==> src/rtl/fram_spi_ctrl.sv <==
// SPI master for a 13-bit-address FRAM: single 32-bit word read/write in SPI mode 0.
// Data bytes travel least-significant byte first and each byte is sent MSB first.
module fram_spi_ctrl #(
  parameter int CLK_DIV = 2,
  parameter int CS_GAP  = 2
) (
  input  logic        clk,
  input  logic        rst_n,
  input  logic        req_read,
  input  logic        req_write,
  input  logic [12:0] addr,
  input  logic [31:0] wdata,
  output logic [31:0] rdata,
  output logic        busy,
  output logic        done,
  output logic        mem_read,
  output logic        mem_write,
  output logic        spi_cs,
  output logic        spi_sck,
  output logic        spi_mosi,
  input  logic        spi_miso
);

  // state  | meaning
  // IDLE   | waiting for a request
  // WREN   | write-enable frame (0x06)
  // GAP    | cs high between WREN and WRITE frames
  // CMD    | read/write opcode
  // ADDR   | 16-bit address
  // DATA   | four data bytes, byte0 first
  // FINISH | done pulse, cs high
  localparam logic [2:0] S_IDLE   = 3'd0;
  localparam logic [2:0] S_WREN   = 3'd1;
  localparam logic [2:0] S_GAP    = 3'd2;
  localparam logic [2:0] S_CMD    = 3'd3;
  localparam logic [2:0] S_ADDR   = 3'd4;
  localparam logic [2:0] S_DATA   = 3'd5;
  localparam logic [2:0] S_FINISH = 3'd6;

  localparam logic [7:0] DIV_LOAD = 8'(CLK_DIV - 1);
  localparam logic [7:0] GAP_LOAD = 8'(CS_GAP - 1);

  logic [2:0]  state;
  logic        is_write;
  logic [12:0] addr_q;
  logic [31:0] wdata_q;
  logic [31:0] tx_q;
  logic [31:0] rx_q;
  logic [31:0] rdata_q;
  logic [7:0]  div_cnt;
  logic [7:0]  gap_cnt;
  logic [4:0]  bit_cnt;
  logic        sck_high;
  logic        sck_q;
  logic        mosi_q;
  logic        cs_q;

  logic        accept;
  logic        shifting;
  logic        bit_end;
  logic        frame_end;
  logic        load;
  logic        ld_write;
  logic [2:0]  ld_state;
  logic [31:0] ld_field;
  logic [4:0]  ld_last;

  assign accept    = (state == S_IDLE) && (req_read || req_write);
  assign shifting  = (state == S_WREN) || (state == S_CMD) || (state == S_ADDR) || (state == S_DATA);
  assign bit_end   = shifting && (div_cnt == 8'd0) && sck_high;
  assign frame_end = bit_end && (bit_cnt == 5'd0);
  // CMD->ADDR->DATA hand over without a cs or sck gap, so they share the frame-start path
  assign load      = accept || ((state == S_GAP) && (gap_cnt == 8'd0)) ||
                     (frame_end && ((state == S_CMD) || (state == S_ADDR)));

  always_comb begin
    ld_write = (state == S_IDLE) ? req_write : is_write;
    case (state)
      S_IDLE:  ld_state = req_write ? S_WREN : S_CMD;
      S_GAP:   ld_state = S_CMD;
      S_CMD:   ld_state = S_ADDR;
      default: ld_state = S_DATA;
    endcase
    ld_field = 32'h0;
    ld_last  = 5'd0;
    case (ld_state)
      S_WREN: begin
        ld_field = {8'h06, 24'h0};
        ld_last  = 5'd7;
      end
      S_CMD: begin
        ld_field = {(ld_write ? 8'h02 : 8'h03), 24'h0};
        ld_last  = 5'd7;
      end
      S_ADDR: begin
        ld_field = {3'b000, addr_q, 16'h0};
        ld_last  = 5'd15;
      end
      default: begin
        ld_field = ld_write ? {wdata_q[7:0], wdata_q[15:8], wdata_q[23:16], wdata_q[31:24]} : 32'h0;
        ld_last  = 5'd31;
      end
    endcase
  end

  always_ff @(posedge clk or negedge rst_n) begin
    if (!rst_n) begin
      state    <= S_IDLE;
      is_write <= 1'b0;
      addr_q   <= 13'h0;
      wdata_q  <= 32'h0;
      tx_q     <= 32'h0;
      rx_q     <= 32'h0;
      rdata_q  <= 32'h0;
      div_cnt  <= 8'h0;
      gap_cnt  <= 8'h0;
      bit_cnt  <= 5'h0;
      sck_high <= 1'b0;
      sck_q    <= 1'b0;
      mosi_q   <= 1'b0;
      cs_q     <= 1'b1;
    end else if (load) begin
      if (state == S_IDLE) begin
        is_write <= req_write;
        addr_q   <= addr;
        wdata_q  <= wdata;
      end
      state    <= ld_state;
      tx_q     <= ld_field;
      mosi_q   <= ld_field[31];
      bit_cnt  <= ld_last;
      div_cnt  <= DIV_LOAD;
      sck_high <= 1'b0;
      sck_q    <= 1'b0;
      cs_q     <= 1'b0;
    end else begin
      case (state)
        S_WREN, S_CMD, S_ADDR, S_DATA: begin
          if (div_cnt != 8'd0) begin
            div_cnt <= div_cnt - 8'd1;
          end else if (!sck_high) begin
            sck_q    <= 1'b1;
            sck_high <= 1'b1;
            div_cnt  <= DIV_LOAD;
            if (state == S_DATA) rx_q <= {rx_q[30:0], spi_miso};
          end else if (bit_cnt != 5'd0) begin
            sck_q    <= 1'b0;
            sck_high <= 1'b0;
            div_cnt  <= DIV_LOAD;
            bit_cnt  <= bit_cnt - 5'd1;
            tx_q     <= {tx_q[30:0], 1'b0};
            mosi_q   <= tx_q[30];
          end else begin
            sck_q    <= 1'b0;
            sck_high <= 1'b0;
            mosi_q   <= 1'b0;
            cs_q     <= 1'b1;
            if (state == S_WREN) begin
              state   <= S_GAP;
              gap_cnt <= GAP_LOAD;
            end else begin
              state <= S_FINISH;
              if (!is_write) rdata_q <= {rx_q[7:0], rx_q[15:8], rx_q[23:16], rx_q[31:24]};
            end
          end
        end
        S_GAP:    gap_cnt <= gap_cnt - 8'd1;
        S_FINISH: state <= S_IDLE;
        default:  state <= S_IDLE;
      endcase
    end
  end

  assign busy      = (state != S_IDLE);
  assign done      = (state == S_FINISH);
  assign mem_read  = busy && !is_write;
  assign mem_write = busy && is_write;
  assign rdata     = rdata_q;
  assign spi_cs    = cs_q;
  assign spi_sck   = sck_q;
  assign spi_mosi  = mosi_q;

endmodule

==> config.mk <==
export PLATFORM = sky130hd
export DESIGN_NAME = fram_spi_ctrl
export DESIGN_NICKNAME = d
export VERILOG_FILES = /design/src/rtl/fram_spi_ctrl.sv
export SDC_FILE = /design/constraint.sdc
export NUM_CORES = 1
export LEC_CHECK = 0
export BUFFER_PORTS_ARGS = -buffer_cell sky130_fd_sc_hd__buf_2
export CAP_MARGIN = 20
export CORE_ASPECT_RATIO = 2
export CORE_UTILIZATION = 40
export CTS_CLUSTER_SIZE = 8
export DETAILED_ROUTE_END_ITERATION = 10
export PLACE_DENSITY = 0.57
export SLEW_MARGIN = 0
export SYNTH_ARGS = -nofsm -noshare
export SYNTH_HDL_FRONTEND = slang
export SYNTH_SLANG_ARGS = --single-unit
==> constraint.sdc <==
create_clock -name clk -period 2.2 [get_ports clk]
set_input_delay 0.11 -clock clk [delete_from_list [all_inputs] [get_ports clk]]
set_output_delay 0.11 -clock clk [all_outputs]
set_load 0.01 [all_outputs]
# Word level (Yosys, flattened, before mapping)
# Index checks and enable logic that the tools add are counted.
[word_totals]
register_bits = 168
output_inout_bits = 39
wordCells = 128
[op_classes]
n_addsub = 3
eq_ne = 20
mux = 47
bitwise = 6
reduce_logical = 39
[ops]
columns = ["operator", "n"]
rows = [
  ["$mux W31", 5],
  ["$pmux W32 S3", 1],
  ["$mux W8", 9],
  ["$mux W32", 1],
  ["$mux W5", 5],
  ["$logic_not A8 Y1", 2],
  ["$mux W1", 16],
  ["$pmux W8 S2", 1],
  ["$sub A8 B1 Y8 const B", 2],
  ["$mux W3", 5],
  ["$ne A2 B2 Y1 const B", 7],
  ["$eq A3 B3 Y1 const B", 4],
  ["$reduce_and A4 Y1", 3],
  ["$pmux W5 S2", 1],
  ["$eq A3 B2 Y1 const B", 3],
  ["$ne A3 B3 Y1 const B", 3],
  ["$pmux W3 S3", 1],
  ["$logic_and A1 B1 Y1", 8],
  ["$reduce_bool A2 Y1", 4],
  ["$reduce_bool A8 Y1", 1],
  ["$logic_or A1 B1 Y1", 7],
  ["$reduce_and A7 Y1", 1],
  ["$eq A3 B1 Y1 const B", 2],
  ["$not A1 Y1", 6],
  ["15 further kinds", 17],
]

# Longest topological paths before layout
[logic_depth]
ltp_word = 11
ltp_mapped = 10

# Worst setup path after synthesis
# Ideal clock, no wire load.
[synth_timing]
path_type = "register -> register"
start = "register div_cnt[0]"
end = "register tx_q[10]"
setup_ns = 0.126
t_arrival_ns = 1.992
required_time_ns = 2.074
slack_ns = 0.082
stages_incl_launch_ff = 10
n_path_buf = 2
synth_period_minus_slack_ns = 2.118
path_cell_list = "dfrtp_1 -> inv_1 -> ha_1 -> nor4b_4 -> nand4_1 -> o211ai_2 -> buf_6 -> nor2_2 -> buf_2 -> a221o_1"
[synth_via]
elab_chain_len = 8
[synth_lines]
columns = ["element", "line", "rtl"]
rows = [
  ["from (decl)", "50", "logic [7:0] div_cnt;"],
  ["from (signal assigned)", "140", "div_cnt <= div_cnt - 8'd1;"],
  ["$logic_not A8 Y1", "70", "assign bit_end = shifting && (div_cnt == 8'd0) && sck_high;"],
  ["$logic_and A1 B1 Y1 (2 in series)", "70", ""],
  ["$logic_and A1 B1 Y1", "71", "assign frame_end = bit_end && (bit_cnt == 5'd0);"],
  ["$logic_and A1 B1 Y1", "74", "(frame_end && ((state == S_CMD) || (state == S_ADDR)));"],
  ["$logic_or A1 B1 Y1", "73", "assign load = accept || ((state == S_GAP) && (gap_cnt == 8'd0)) ||"],
  ["$ne A2 B2 Y1 (no line) / $reduce_bool A2 Y1 (equally long branches)", "-", ""],
  ["$reduce_and A4 Y1 (no line)", "-", ""],
  ["to (signal assigned)", "129", "tx_q <= ld_field;"],
  ["to (signal assigned)", "151", "tx_q <= {tx_q[30:0], 1'b0};"],
  ["to (decl)", "47", "logic [31:0] tx_q;"],
]
# Several ways; a longest one is shown, not always the timed one.
# A chain may end at the register's enable or synchronous reset.

# Worst setup path after layout
[layout_timing]
start = "register state[0]"
end = "register gap_cnt[2]"
[layout_via]
elab_chain_len = 11
[layout_lines]
columns = ["element", "line", "rtl"]
rows = [
  ["from (decl)", "43", "logic [2:0] state;"],
  ["from (signal assigned)", "128", "state <= ld_state;"],
  ["$eq A3 B1 Y1 / $eq A3 B2 Y1 (equally long branches)", "-", ""],
  ["$logic_or A1 B1 Y1 (3 in series)", "69", "assign shifting = (state == S_WREN) || (state == S_CMD) || (state == S_ADDR) || (state == S_DATA);"],
  ["$logic_and A1 B1 Y1 (2 in series)", "70", ""],
  ["$logic_and A1 B1 Y1", "71", ""],
  ["$logic_and A1 B1 Y1", "74", ""],
  ["$logic_or A1 B1 Y1", "73", ""],
  ["$not A1 Y1 (no line)", "-", ""],
  ["$reduce_and A6 Y1 (no line)", "-", ""],
  ["to (signal assigned)", "167", "S_GAP: gap_cnt <= gap_cnt - 8'd1;"],
  ["to (decl)", "51", "logic [7:0] gap_cnt;"],
]
# Several ways; a longest one is shown, not always the timed one.

==> qor.txt <==
result of the run: finished with violations
violations in the final reports: design-rule violations
ordered cell list for the critical path: buf_4 > nor2_2 > a21oi_2 > o211ai_4 > buf_4 > a2111o_1 > a221o_1
r2r worst-path depth: 7
worst-path fanout max: 5
die height: 193.3 µm
dpl cells: 997
Worst R2R Setup Slack: 70 ps
kind of start point of the critical path: flip-flop
HPWL Detailed: 12.21 mm
Filler cells: 1553
final critical delay including setup and external delays: 2127 ps
synth warn: 0
post-route worst hold slack: 76.75 ps
Max Clock Skew: 8.722 ps
overflow left after global routing: 0
worst min-delay path endpoint: is_write
cell occurring most often along the worst timing path: sky130_fd_sc_hd__buf_4
distinct cell type count of the synthesized netlist: 64
Synth Flop Type: sky130_fd_sc_hd__dfrtp_1
number of buffer and inverter instances along the worst setup path: 2
first-pass detailed-route iteration total: 7
number of stages on the worst hold path: 2
post-route ant nets: 0
Syn Std Cell Area: 7317 µm²
worst hold path type: in -> reg
placeable core area: 17870 µm²
share of the core filled with cells in the final layout: 54.19%
final std cell area, no fill: 9684 µm²
cell count after synthesis: 666
most area-hungry cell type in the Yosys netlist: sky130_fd_sc_hd__dfrtp_1
post-placement setup slack: -76.03 ps
worst setup path startpoint: state[0]
TritonCTS clock tree: yes
post-synthesis net count: 722
kind of cell adding the most delay to the critical path: compound AO/OA/AOI/OAI gates
post-layout worst setup margin: 73.35 ps
I/O pin count: 89
nets@finish: 915
Via Count: 5716
Post-synth EDFFs: 0
total number of placement rows: 69
initial DRC count: 210
Final TNS setup: 0 ps
initial antenna violation count: 0
power density of the placed cells: 636.3 nW/µm²
Worst EP arrival: 2440 ps
number of sinks handled by clock tree synthesis: 168
cell area after placement: 8418 µm²
vias per inst: 5.268
IO Port Bufs: 88
mean area per synthesized cell: 10.99 µm²
CTS Root Cell: sky130_fd_sc_hd__clkbuf_16
DRC errors left: 15
deepest level of the CTS H-tree: 4
slew at the pin closest to its max-slew limit: 640.3 ps
Overall Power: 6.162 mW
element type at the critical path end: flip-flop
highest clock rate: 0.4702 GHz
worst IR drop on VDD: 0.5105 mV
sequential cell area: 4207 µm²
Area growth syn-to-layout: 32.35%
flop and latch count out of synthesis: 168
Critical R2R Capture: gap_cnt[2]
worst relative slew slack: 57.31%
routed length per placed instance: 16.47 µm
delay of the slowest cell on the worst path: 450 ps
number of failing hold endpoints at the final stage: 0
global-route total usage across every layer: 19.63%
category of the most critical setup path: reg -> reg
vias in the first global route: 6116
Reg-to-Reg Start: state[0]
clock latency at the later pin of the worst-skew pair: 430 ps
leak pwr: 5.062 nW
number of buffers created by CTS: 17
max capacitance violation total: 0
number of cells in the finished layout apart from fillers: 1085
Final period util: 96.67%
starting utilization of the core area: 40.94%
area used by multi-input combinational logic: 3017 µm²
maximum number of pins on one net before global-route repair: 69
startpoint of the lowest-slack hold path: req_write
area fraction of the dominant cell type after synthesis: 57.11%
routed wire length: 17.87 mm
proportion of synthesized chip area in sequential cells: 57.47%
maximum buffer depth of the clock tree: 2
Final GP Congestion: 0.8236
max-slew violations: 0
Critical Path Slowest Stage Cell: sky130_fd_sc_hd__dfrtp_1
antenna diode instance count: 0
Async S/R FF share, synth: 100.0%
die area: 18870 µm²
Data required, critical path: 2510 ps
clock edge transition at the registers on the reported setup and hold paths: 70 ps
global-route wire length before repair: 29.21 mm
dominant cells by area after synthesis: sky130_fd_sc_hd__dfrtp_1 57%, sky130_fd_sc_hd__mux2_2 9.8%, sky130_fd_sc_hd__nand2_1 8.4%
DIE WIDTH: 97.64 µm
Setup Viol. Count Final: 0
share of post-route cells with drive strength above 1: 33.72%
## state kept, by name (all words and copies together) (netlist names), 3 cells and up
name     cells
bit_cnt      5
state        3
addr_q      13
rx_q        32
rdata       32
div_cnt      8
tx_q        31
wdata_q     32
gap_cnt      8
## layer usage
| layer | global-route usage, % | share of wire (%) | vias to the layer above |
|---|---|---|---|
| met5 | 0 | 0 | - |
| met4 | 11.28 | 3.6 | 0 |
| met3 | 3.215 | 2.6 | 43 |
| met2 | 36.56 | 57 | 128 |
| met1 | 20.41 | 37 | 2838 |
| li1 | - | - | 2707 |
## power breakdown
group          switching (mW)  internal (mW)
clock                    1.28           1.61
combinational          0.0874         0.0952
sequential           0.000698           3.09
## worst max path at each step
stage / cells after the start / end / slack, ps
6_report: 7 / gap_cnt[2] / 70
5_1_grt: 7 / gap_cnt[2] / -10
4_1_cts: 8 / gap_cnt[2] / -20
3_5_place_dp: 7 / tx_q[1] / -80
3_3_place_gp: 7 / gap_cnt[2] / -40
2_1_floorplan: 9 / tx_q[10] / 80
## cells by family after synthesis
kind of cell,after synthesis,share of synthesized area (%)
buffers and inverters,46,2.890
and+or+nand+nor,263,16.84
adders and majority gates,6,1.026
DFF,168,57.47
muxes,68,10.40
AOI/OAI and AO/OA,113,11.13
xor gates and xnor gates,2,0.2394
## layout by cell type, fill, tap and decap left out, types with 9 or more instances in the layout
cell                            count
sky130_fd_sc_hd__a221o_1           17
sky130_fd_sc_hd__and2_1            19
sky130_fd_sc_hd__buf_2             87
sky130_fd_sc_hd__a21oi_1           14
sky130_fd_sc_hd__dlygate4sd3_1     47
sky130_fd_sc_hd__o21ai_0           33
sky130_fd_sc_hd__mux2_2            64
sky130_fd_sc_hd__nand3_1           13
sky130_fd_sc_hd__nor2_1            18
sky130_fd_sc_hd__a221oi_2           9
sky130_fd_sc_hd__buf_4             64
sky130_fd_sc_hd__clkbuf_16         19
sky130_fd_sc_hd__dfrtp_1          166
sky130_fd_sc_hd__nand2_1          164
sky130_fd_sc_hd__nor3_1             9
## synthesized netlist by cell type (2+ instances only)
cell / number
sky130_fd_sc_hd__a22o_1: 2
sky130_fd_sc_hd__inv_1: 9
sky130_fd_sc_hd__o21ai_0: 38
sky130_fd_sc_hd__a221o_1: 17
sky130_fd_sc_hd__a21oi_1: 14
sky130_fd_sc_hd__clkbuf_1: 16
sky130_fd_sc_hd__buf_6: 2
sky130_fd_sc_hd__nand2b_1: 3
sky130_fd_sc_hd__a22oi_1: 3
sky130_fd_sc_hd__a211oi_2: 2
sky130_fd_sc_hd__nor4b_1: 2
sky130_fd_sc_hd__buf_4: 2
sky130_fd_sc_hd__mux2i_1: 4
sky130_fd_sc_hd__nor2_1: 18
sky130_fd_sc_hd__and2_1: 21
sky130_fd_sc_hd__a32oi_1: 2
sky130_fd_sc_hd__o21a_1: 2
sky130_fd_sc_hd__nand3_1: 13
sky130_fd_sc_hd__and3b_1: 2
sky130_fd_sc_hd__mux2_2: 64
sky130_fd_sc_hd__nor3_2: 2
sky130_fd_sc_hd__nor4b_4: 2
sky130_fd_sc_hd__nor3_1: 9
sky130_fd_sc_hd__and3_1: 2
sky130_fd_sc_hd__or3_1: 2
sky130_fd_sc_hd__nor2b_1: 7
sky130_fd_sc_hd__buf_1: 4
sky130_fd_sc_hd__nand4_1: 3
sky130_fd_sc_hd__buf_2: 12
sky130_fd_sc_hd__o211ai_1: 3
sky130_fd_sc_hd__o31ai_1: 3
sky130_fd_sc_hd__o2bb2ai_1: 2
sky130_fd_sc_hd__nor4_1: 2
sky130_fd_sc_hd__nor2_2: 2
sky130_fd_sc_hd__a21o_1: 3
sky130_fd_sc_hd__ha_1: 6
sky130_fd_sc_hd__dfrtp_1: 167
sky130_fd_sc_hd__a221oi_1: 10
sky130_fd_sc_hd__nand2_1: 164
## timing repair
| item | CTS | global route |
|---|---|---|
| endpoints found under the setup margin | 26 | 91 |
| hold buffers | 47 | 0 |
| endpoints found under the hold margin | 109 | 0 |
| gates resized for setup | 9 | 25 |
| pin swaps | 3 | 8 |
| setup buffers | 0 | 6 |
| cloned | 0 | 3 |
## layout make-up
cell class                      count  share of cell area (%)
Tap cell                          213                   2.752
Timing Repair Buffer              211                   16.47
Multi-Input combinational cell    452                   31.15
Clock inverter                     12                   1.227
Sequential cell                   168                   43.44
Inverter                            9                  0.3488
Clock buffer                       20                   4.612
(Power assumes the default switching activity.)
